[src/rtl/uart_pkg.sv]
// Shared UART definitions: autobaud FSM states, divisor width, calibration
// constants and the default-divisor helper also used by the baud generator.
package uart_pkg;

    localparam int DIV_W     = 16;
    localparam int CAL_EDGES = 4;   // falling edges after the start bit of 0x55
    localparam int CAL_SHIFT = 7;   // 8 bit times * 16 ticks per bit
    localparam int CAL_ROUND = 64;

    typedef enum logic [2:0] {
        ST_IDLE,
        ST_WAIT_START,
        ST_MEASURE,
        ST_CHECK,
        ST_APPLY
    } autobaud_state_t;

    function automatic int calc_div(input int clk_freq, input int baud);
        return clk_freq / (baud * 16);
    endfunction

endpackage

[src/rtl/rx_sync_fall.sv]
// RX synchronizer: two flops into the clock domain plus a one-cycle falling-edge
// pulse. Every edge sees the same latency, so intervals between edges are exact.
module rx_sync_fall (
    input  logic clk,
    input  logic rst,
    input  logic rx,
    output logic fall
);

    logic meta;
    logic cur;
    logic prev;

    // Reset to the idle-high line level so reset release does not fake an edge.
    always_ff @(posedge clk) begin
        if (rst) begin
            meta <= 1'b1;
            cur  <= 1'b1;
            prev <= 1'b1;
        end else begin
            meta <= rx;
            cur  <= meta;
            prev <= cur;
        end
    end

    assign fall = prev & ~cur;

endmodule

[src/rtl/uart_autobaud_ctrl.sv]
// Holds the active 16x baud divisor; loads it from host writes or from a
// measured 0x55 calibration byte on the RX line.
module uart_autobaud_ctrl
    import uart_pkg::*;
#(
    parameter int CLK_FREQ = 1_600_000,
    parameter int DEF_BAUD = 5000,
    parameter int DIV_W    = uart_pkg::DIV_W,
    parameter int CNT_W    = 24,
    parameter int MIN_DIV  = 2,
    parameter int TIMEOUT  = 2**CNT_W - 1
) (
    input  logic             iClk,
    input  logic             iRst,
    input  logic             iRx,
    input  logic             iAutoStart,
    input  logic             iCfgWe,
    input  logic [DIV_W-1:0] iCfgDiv,
    output logic [DIV_W-1:0] oDiv,
    output logic             oDivLoad,
    output logic             oBusy,
    output logic             oLocked,
    output logic             oErr,
    output autobaud_state_t  dbg_state
);

    localparam int               CW        = CNT_W + 2;
    localparam logic [DIV_W-1:0] DEF_DIV   = DIV_W'(calc_div(CLK_FREQ, DEF_BAUD));
    localparam logic [DIV_W-1:0] MIN_DIV_V = DIV_W'(MIN_DIV);
    localparam logic [CNT_W-1:0] CNT_MAX   = '1;
    localparam logic [CW-1:0]    TIMEOUT_V = CW'(TIMEOUT);

    autobaud_state_t  state;
    logic             fall;
    logic [CNT_W-1:0] cnt;
    logic [CNT_W-1:0] cnt_inc;
    logic [2:0]       edge_cnt;
    logic [CNT_W-1:0] i0;
    logic [CNT_W-1:0] t_meas;
    logic [CW-1:0]    t_ext;
    logic [CW-1:0]    i0_x4;
    logic [CW-1:0]    div_full;
    logic [CW-1:0]    diff;
    logic [CW-1:0]    tol;
    logic             cal_bad;

    rx_sync_fall u_rx_sync (
        .clk  (iClk),
        .rst  (iRst),
        .rx   (iRx),
        .fall (fall)
    );

    assign cnt_inc   = (cnt == CNT_MAX) ? cnt : cnt + 1'b1;
    assign dbg_state = state;

    // The first interval spans 2 bit times and T spans 8, so 4*I0 should match T.
    always_comb begin
        t_ext    = CW'(t_meas);
        i0_x4    = CW'(i0) << 2;
        div_full = (t_ext + CW'(CAL_ROUND)) >> CAL_SHIFT;
        diff     = (i0_x4 >= t_ext) ? (i0_x4 - t_ext) : (t_ext - i0_x4);
        tol      = t_ext >> 2;
        cal_bad  = (div_full < CW'(MIN_DIV)) ||
                   (div_full >= (CW'(1) << DIV_W)) ||
                   (diff > tol);
    end

    always_ff @(posedge iClk) begin
        if (iRst) begin
            state    <= ST_IDLE;
            cnt      <= '0;
            edge_cnt <= '0;
            i0       <= '0;
            t_meas   <= '0;
            oDiv     <= DEF_DIV;
            oDivLoad <= 1'b0;
            oBusy    <= 1'b0;
            oLocked  <= 1'b0;
            oErr     <= 1'b0;
        end else begin
            oDivLoad <= 1'b0;
            if (iCfgWe) begin
                // Host write overrides everything, including a same-cycle start.
                oDiv     <= (iCfgDiv < MIN_DIV_V) ? MIN_DIV_V : iCfgDiv;
                oDivLoad <= 1'b1;
                oLocked  <= 1'b0;
                oErr     <= 1'b0;
                oBusy    <= 1'b0;
                state    <= ST_IDLE;
            end else begin
                case (state)
                    ST_IDLE: begin
                        if (iAutoStart) begin
                            state   <= ST_WAIT_START;
                            oBusy   <= 1'b1;
                            oLocked <= 1'b0;
                            oErr    <= 1'b0;
                            cnt     <= '0;
                        end
                    end
                    ST_WAIT_START: begin
                        if (fall) begin
                            cnt      <= '0;
                            edge_cnt <= '0;
                            state    <= ST_MEASURE;
                        end else if (CW'(cnt) >= TIMEOUT_V) begin
                            oErr  <= 1'b1;
                            oBusy <= 1'b0;
                            state <= ST_IDLE;
                        end else begin
                            cnt <= cnt_inc;
                        end
                    end
                    ST_MEASURE: begin
                        cnt <= cnt_inc;
                        if (fall) begin
                            edge_cnt <= edge_cnt + 3'd1;
                            if (edge_cnt == 3'd0) begin
                                i0 <= cnt_inc;
                            end
                            if (edge_cnt == 3'(CAL_EDGES - 1)) begin
                                t_meas <= cnt_inc;
                                state  <= ST_CHECK;
                            end
                        end else if (CW'(cnt) >= TIMEOUT_V) begin
                            oErr  <= 1'b1;
                            oBusy <= 1'b0;
                            state <= ST_IDLE;
                        end
                    end
                    ST_CHECK: begin
                        if (cal_bad) begin
                            oErr  <= 1'b1;
                            oBusy <= 1'b0;
                            state <= ST_IDLE;
                        end else begin
                            state <= ST_APPLY;
                        end
                    end
                    ST_APPLY: begin
                        oDiv     <= div_full[DIV_W-1:0];
                        oDivLoad <= 1'b1;
                        oLocked  <= 1'b1;
                        oBusy    <= 1'b0;
                        state    <= ST_IDLE;
                    end
                    default: state <= ST_IDLE;
                endcase
            end
        end
    end

endmodule

[config.mk]
export PLATFORM = sky130hd
export DESIGN_NAME = uart_autobaud_ctrl
export DESIGN_NICKNAME = d
export VERILOG_FILES = /design/src/rtl/uart_pkg.sv /design/src/rtl/rx_sync_fall.sv /design/src/rtl/uart_autobaud_ctrl.sv
export SDC_FILE = /design/constraint.sdc
export NUM_CORES = 1
export LEC_CHECK = 0
export CAP_MARGIN = 10
export CORE_AREA = 2 2 125 127
export DETAILED_ROUTE_END_ITERATION = 8
export DIE_AREA = 0 0 127 129
export DONT_BUFFER_PORTS = 1
export HOLD_SLACK_MARGIN = 0.15
export PLACE_DENSITY = 0.67
export SYNTH_ARGS = -nofsm -noshare
export SYNTH_HDL_FRONTEND = slang
export SYNTH_SLANG_ARGS = --single-unit
export TNS_END_PERCENT = 30
[constraint.sdc]
create_clock -name iClk -period 5.4 [get_ports iClk]
set_clock_uncertainty 0.1 [all_clocks]
set_input_delay 0.27 -clock iClk [delete_from_list [all_inputs] [get_ports iClk]]
set_output_delay 0.27 -clock iClk [all_outputs]
set_load 0.01 [all_outputs]
== Yosys cells after proc, flatten, opt, wreduce, memory -nomap -nowiden ==
Index checks and enable logic that the tools add are counted.
Word-level totals
  bits of input ports: 21
  output and inout port bits: 23
  logic and storage cells: 93
  flip-flop bits (word level): 101
Operators by class
  reduce and logical (&&, ||, !) cells: 20
  $add $sub $neg: 5
  equal/unequal tests: 14
  muxes and demuxes: 32
  bitwise operators: 3
  order comparisons: 6
Operators by type and width (number)
  $mux W24: 4
  $pmux W24 S3: 1
  $mux W16: 3
  $ge A26 B24 Y1: 1
  $gt A26 B22 Y1: 1
  $mux W26: 1
  $sub A24 B26 Y26: 1
  $sub A26 B24 Y26: 1
  $add A24 B7 Y25 const B: 1
  $add A24 B1 Y24 const B: 1
  $eq A24 B24 Y1 const B: 1
  $ge A24 B24 Y1 const B: 1
  $mux W3: 8
  $ge A18 B17 Y1 const B: 1
  $lt A18 B2 Y1 const B: 1
  $lt A16 B2 Y1 const B: 1
  $reduce_and A4 Y1: 4
  $pmux W3 S4: 1
  $mux W1: 10
  $ne A2 B2 Y1 const B: 5
  $reduce_and A5 Y1: 2
  $eq A3 B2 Y1 const B: 3
  $logic_not A3 Y1: 2
  $ne A3 B3 Y1 const B: 2
  other kinds (16): 23

== Longest topological paths before layout ==
  depth in word-level cells: 6
  gate-level depth with buffers: 21
  mapped depth without buffers: 20

== Cells and area by module ==
A second synthesis with hierarchy kept.
Second synthesis, totals
  cell total of the unflattened synthesis: 1086
  area total of the unflattened synthesis: 8170.3 µm²
Modules (own cells, without submodules)
  uart_autobaud_ctrl: cells each 1079, instances 1, seq. area each 1961.9 µm², area an instance 8085.3 µm²
  rx_sync_fall: cells each 7, instances 1, seq. area each 60.1 µm², area an instance 85.1 µm²

== Worst setup path after synthesis ==
No wires, ideal clock.
  kind: reg2reg
  start: register i0[15]
  end: register oBusy
  clock period less this slack: 4.221 ns
  arrival: 4.034 ns
  data required time: 5.213 ns
  library setup time: 0.087 ns
  cell stages (with the launch flop): 21
  path slack: 1.179 ns
  buffers on the path: 1
  cells stage by stage: dfxtp_1 > inv_1 > ha_1 > buf_2 > nand4_1 > nor4_1 > a211o_2 > a21o_1 > nor2_4 > o22ai_1 > mux2_2 > o311ai_0 > ha_1 > a21o_1 > a21o_1 > a21o_1 > a211oi_1 > o21ai_0 > o21ai_0 > o211ai_1 > o31ai_1
On the way
  longest elaborated chain between the ends: 6
  elaborated cells on any way between the ends: 8
  those cells by class: add/sub (2); order compare (2); eq/ne (1); mux (1); reduce/logical (2)
Ends and longest elaborated chain
  start: declaration: line uart_autobaud_ctrl.sv:38  | logic [CNT_W-1:0] i0;
  start signal: assignment: line uart_autobaud_ctrl.sv:120  | i0 <= cnt_inc;
  $sub A24 B26 Y26 (tied with other cells): line uart_autobaud_ctrl.sv:62  | diff = (i0_x4 >= t_ext) ? (i0_x4 - t_ext) : (t_ext - i0_x4);
  $mux W26 *: line uart_autobaud_ctrl.sv:62
  $gt A26 B22 Y1 *: line uart_autobaud_ctrl.sv:66  | (diff > tol);
  $logic_or A1 B1 Y1 *: line uart_autobaud_ctrl.sv:65  | (div_full >= (CW'(1) << DIV_W)) ||
  $ne A2 B2 Y1 (no line) *
  $reduce_and A5 Y1 (no line) *
  end signal: assignment: line uart_autobaud_ctrl.sv:78  | oBusy <= 1'b0;
  end signal: assignment: line uart_autobaud_ctrl.sv:89  | oBusy <= 1'b0;
  end signal: assignment: line uart_autobaud_ctrl.sv:96  | oBusy <= 1'b1;
  end: declaration: line uart_autobaud_ctrl.sv:21  | output logic oBusy,
Mark *: on every way between the ends. The rest lies on a longest branch, timed or not.
A chain may end at the register's enable or synchronous reset.

== Worst setup path in the final report ==
  start: register t_meas[19]
  end: register oBusy
On the way
  longest elaborated chain between the ends: 6
  elaborated cells on any way between the ends: 12
  those cells by class: add/sub (3); order compare (4); eq/ne (1); mux (1); reduce/logical (3)
Ends and longest elaborated chain
  start: declaration: line uart_autobaud_ctrl.sv:39  | logic [CNT_W-1:0] t_meas;
  start signal: assignment: line uart_autobaud_ctrl.sv:123  | t_meas <= cnt_inc;
  $sub A24 B26 Y26 (tied with other cells): line uart_autobaud_ctrl.sv:62
  $mux W26 (tied with other cells): line uart_autobaud_ctrl.sv:62
  $gt A26 B22 Y1 or $logic_or A1 B1 Y1 (tied branches): line uart_autobaud_ctrl.sv:66, uart_autobaud_ctrl.sv:64
  $logic_or A1 B1 Y1 *: line uart_autobaud_ctrl.sv:65
  $ne A2 B2 Y1 (no line) *
  $reduce_and A5 Y1 (no line) *
Marked as above.

==> results.toml <==
[route]
ant_nets = 0
drt_first_pass_iters = 5
vias = 7802
routed_via_density = 6.252
drtIter0Drc = 785
wl_per_cell_um = 19.03
wl_mm = 23.76
drc_errors = 0

[timing]
max_slew_margin = 0.2096
hold_ws_ns = 0.1658
finalCritPeriodShare = 0.9440
setup_tns_ns = 0
slew_violations = 0
setup_ws_ns = 0.3025
finalSetupViolations = 0
max_freq_ghz = 0.1962
rsz0062_at_grt = "false"
finalHoldViolCount = 0
worst_slew_pin_slew_ns = 1.182
post-route-min-period_ns = 5.097

[critical_path]
crit_path_end_kind = "flop"
worstPathArrival_ns = 5.26
criticalPathCategory = "reg2reg"
start_kind = "flop"
cp_max_fo = 16
cp.required_ns = 5.56

[pwr]
power.density_mw_per_mm2 = 172.9
vdd_ir_drop_max_v = 0.0002367
leakagePower_nw = 3.372

[grt]
grt_max_degree = 86
grt_first_pass_wirelength_mm = 37.62
grt_antenna_before_repair = 0
track_usage = 0.2905
grt_pass1_vias = 6980
grt_overflow = 0

[synth]
syn_nets = 1171
synthFlopType = "dfxtp_1"
syn_area_per_cell_um2 = 7.566
synth_common_cells = "nor2_1, dfxtp_1, a21oi_1"
syn_inst = 1077
syn-cell-area_mm2 = 0.008149
yosysTopAreaCellShare = 0.2481
async_flop_share = 0
yosys.area.top_type = "dfxtp_1"
ys_seq_area_frac = 0.2481
synth.area.top_cells = "dfxtp_1, ha_1, nor2_1"
yosysMostFrequentCell = "nor2_1"
synth_edf_count = 0
ys_seq_elements = 101
ys_warn_count = 0
ys_types = 74

[cts]
root_buffer = "clkbuf_16"
htreeDepth = 3
cts_tree = "yes"
cts.sinks = 101
numCtsBuffers = 9
cts_post_setup_buffers_inserted = 0
path_clk_slew_ns = 0.07
clk_latency_ns = 0.36
clk_path_buf_depth = 2

[floorplanning]
die_y_um = 129
die_x_um = 127
initial_core_util = 0.5441
placementRows = 45
core_region_area_mm2 = 0.01498
die-area_mm2 = 0.01638
ios = 44

[final_layout]
nets = 1149
n_antenna_cell = 0
drive_gt1_frac = 0.05755
fillCellCount = 1425
instances_no_fill = 1248
area_growth_pct = 7.078
seq_area_mm2 = 0.002022
utilization = 0.5826
multi_input_area_mm2 = 0.005624

[placement]
dp_cells = 1212
hpwl_mm = 18.34
port_buffers = 0
pre_cts_ws_ns = 0.2055
place_congestion = 0.9613

[run_status]
status = "finished clean"

[hold_path]
hold_class = "in2reg"

[flow_run]
cap_violations = 0
[flip-flops by register name (all words and copies together), names as in the netlist]
| name | cells |
|---|---|
| oDivLoad | 1 |
| t_meas | 24 |
| edge_cnt | 3 |
| oBusy | 1 |
| i0 | 24 |
| oLocked | 1 |
| u_rx_sync.prev | 1 |
| cnt | 24 |
| u_rx_sync.meta | 1 |
| u_rx_sync.cur | 1 |
| oErr | 1 |
| oDiv | 16 |
| dbg_state | 3 |
[final timing paths]
kind / slack, ns / cells past startpoint / startpoint / endpoint
setup / recovery: 0.30 / 18 / t_meas[19] / oBusy
hold reg to reg: 0.33 / 1 / u_rx_sync.meta / u_rx_sync.cur
setup reg to reg: 0.30 / 18 / t_meas[19] / oBusy
hold / removal: 0.17 / 4 / iAutoStart / oBusy
[timing repair]
action	4_1_cts	5_1_grt
hold buffers	20	0
setup endpoints to repair	0	3
resized for setup	0	5
hold endpoints to repair	94	0
[cell families after synthesis]
| family | synth area share |
|---|---|
| and+or+nand+nor | 0.2177 |
| AOI/OAI and AO/OA | 0.2704 |
| buffers and inverters | 0.06357 |
| DFF | 0.2481 |
| adders and majority gates | 0.1130 |
| xor gates and xnor gates | 0.06556 |
| muxes | 0.02165 |
[cell type report]
cell class | instances | area share
multi-input cells | 851 | 0.6445
flip-flops and latches | 101 | 0.2317
repair buffers | 32 | 0.03527
well taps | 188 | 0.02696
clock buffers | 9 | 0.02581
inverters | 60 | 0.02581
clock inverters | 7 | 0.009894
[metal layers]
layer | GRT usage | part of all wire | routed length (um) | up-vias
met1 | 0.4207 | 0.48 | 11480 | 3622
met2 | 0.4434 | 0.43 | 10240 | 273
met5 | 0 | 0 | 0 | -
met3 | 0.04615 | 0.057 | 1349 | 47
met4 | 0.09179 | 0.029 | 679 | 0
li1 | - | - | - | 3860
[report_power, final]
group          switching (mW)  internal [mW]  leakage [nW]  total, mW
combinational          0.0463         0.0319          2.40     0.0782
sequential             0.0129          0.754         0.818      0.767
clock                   0.330          0.333         0.151      0.663
[worst max-delay path, cell delays in order, from the launching register on]
cell      delay, ns
dfxtp_1        0.49
ha_2           0.43
a21oi_1        0.30
o21ai_0        0.12
a211o_2        0.36
a21o_1         0.24
nor2_4         0.36
o22ai_1        0.21
mux2_2         0.30
o311ai_1       0.12
ha_1           0.33
a21o_1         0.16
a21o_1         0.17
a21o_1         0.22
a211oi_1       0.23
o21ai_0        0.16
o21ai_0        0.26
o211ai_1       0.18
o31ai_1        0.27
[cells in the final DEF (no fill, tap or decap), types with 5 or more instances in the layout]
master         synthesis  routed
mux2_2                 5       5
nand3_1               35      35
or2_2                  5       5
xor2_1                29      29
nand2b_1               7       7
a2bb2oi_1              5       5
xnor2_1               32      32
nor2b_1               10      10
o21ai_1               12      13
a211oi_1              56      56
o21ai_0               50      49
a21oi_1               91      91
nor2_1               141     141
buf_4                  1      12
o21a_1                 6       6
and4_1                 5       5
a21o_1                25      25
nor4_1                10       9
clkbuf_16              0       9
nor3_1                29      28
o211ai_1               9       9
mux2i_1               12      12
ha_1                  72      71
and3_1                15      14
o31ai_1               16      16
dlygate4sd3_1          0      19
nor3b_1                5       5
and2_1                 8       8
inv_1                 60      60
nand2_1               64      64
nand4_1               20      20
dfxtp_1              101     101
a31oi_1               12      12
[per-stage QoR]
stage / power, mW / cell area, um2
2_1_floorplan: 0.8351 / 8149
3_3_place_gp: 0.8350 / 8187
3_5_place_dp: 0.8349 / 8187
4_1_cts: 1.526 / 8716
5_1_grt: 1.563 / 8726
6_report: 1.508 / 8726
Power figures use the tool's default switching activity.
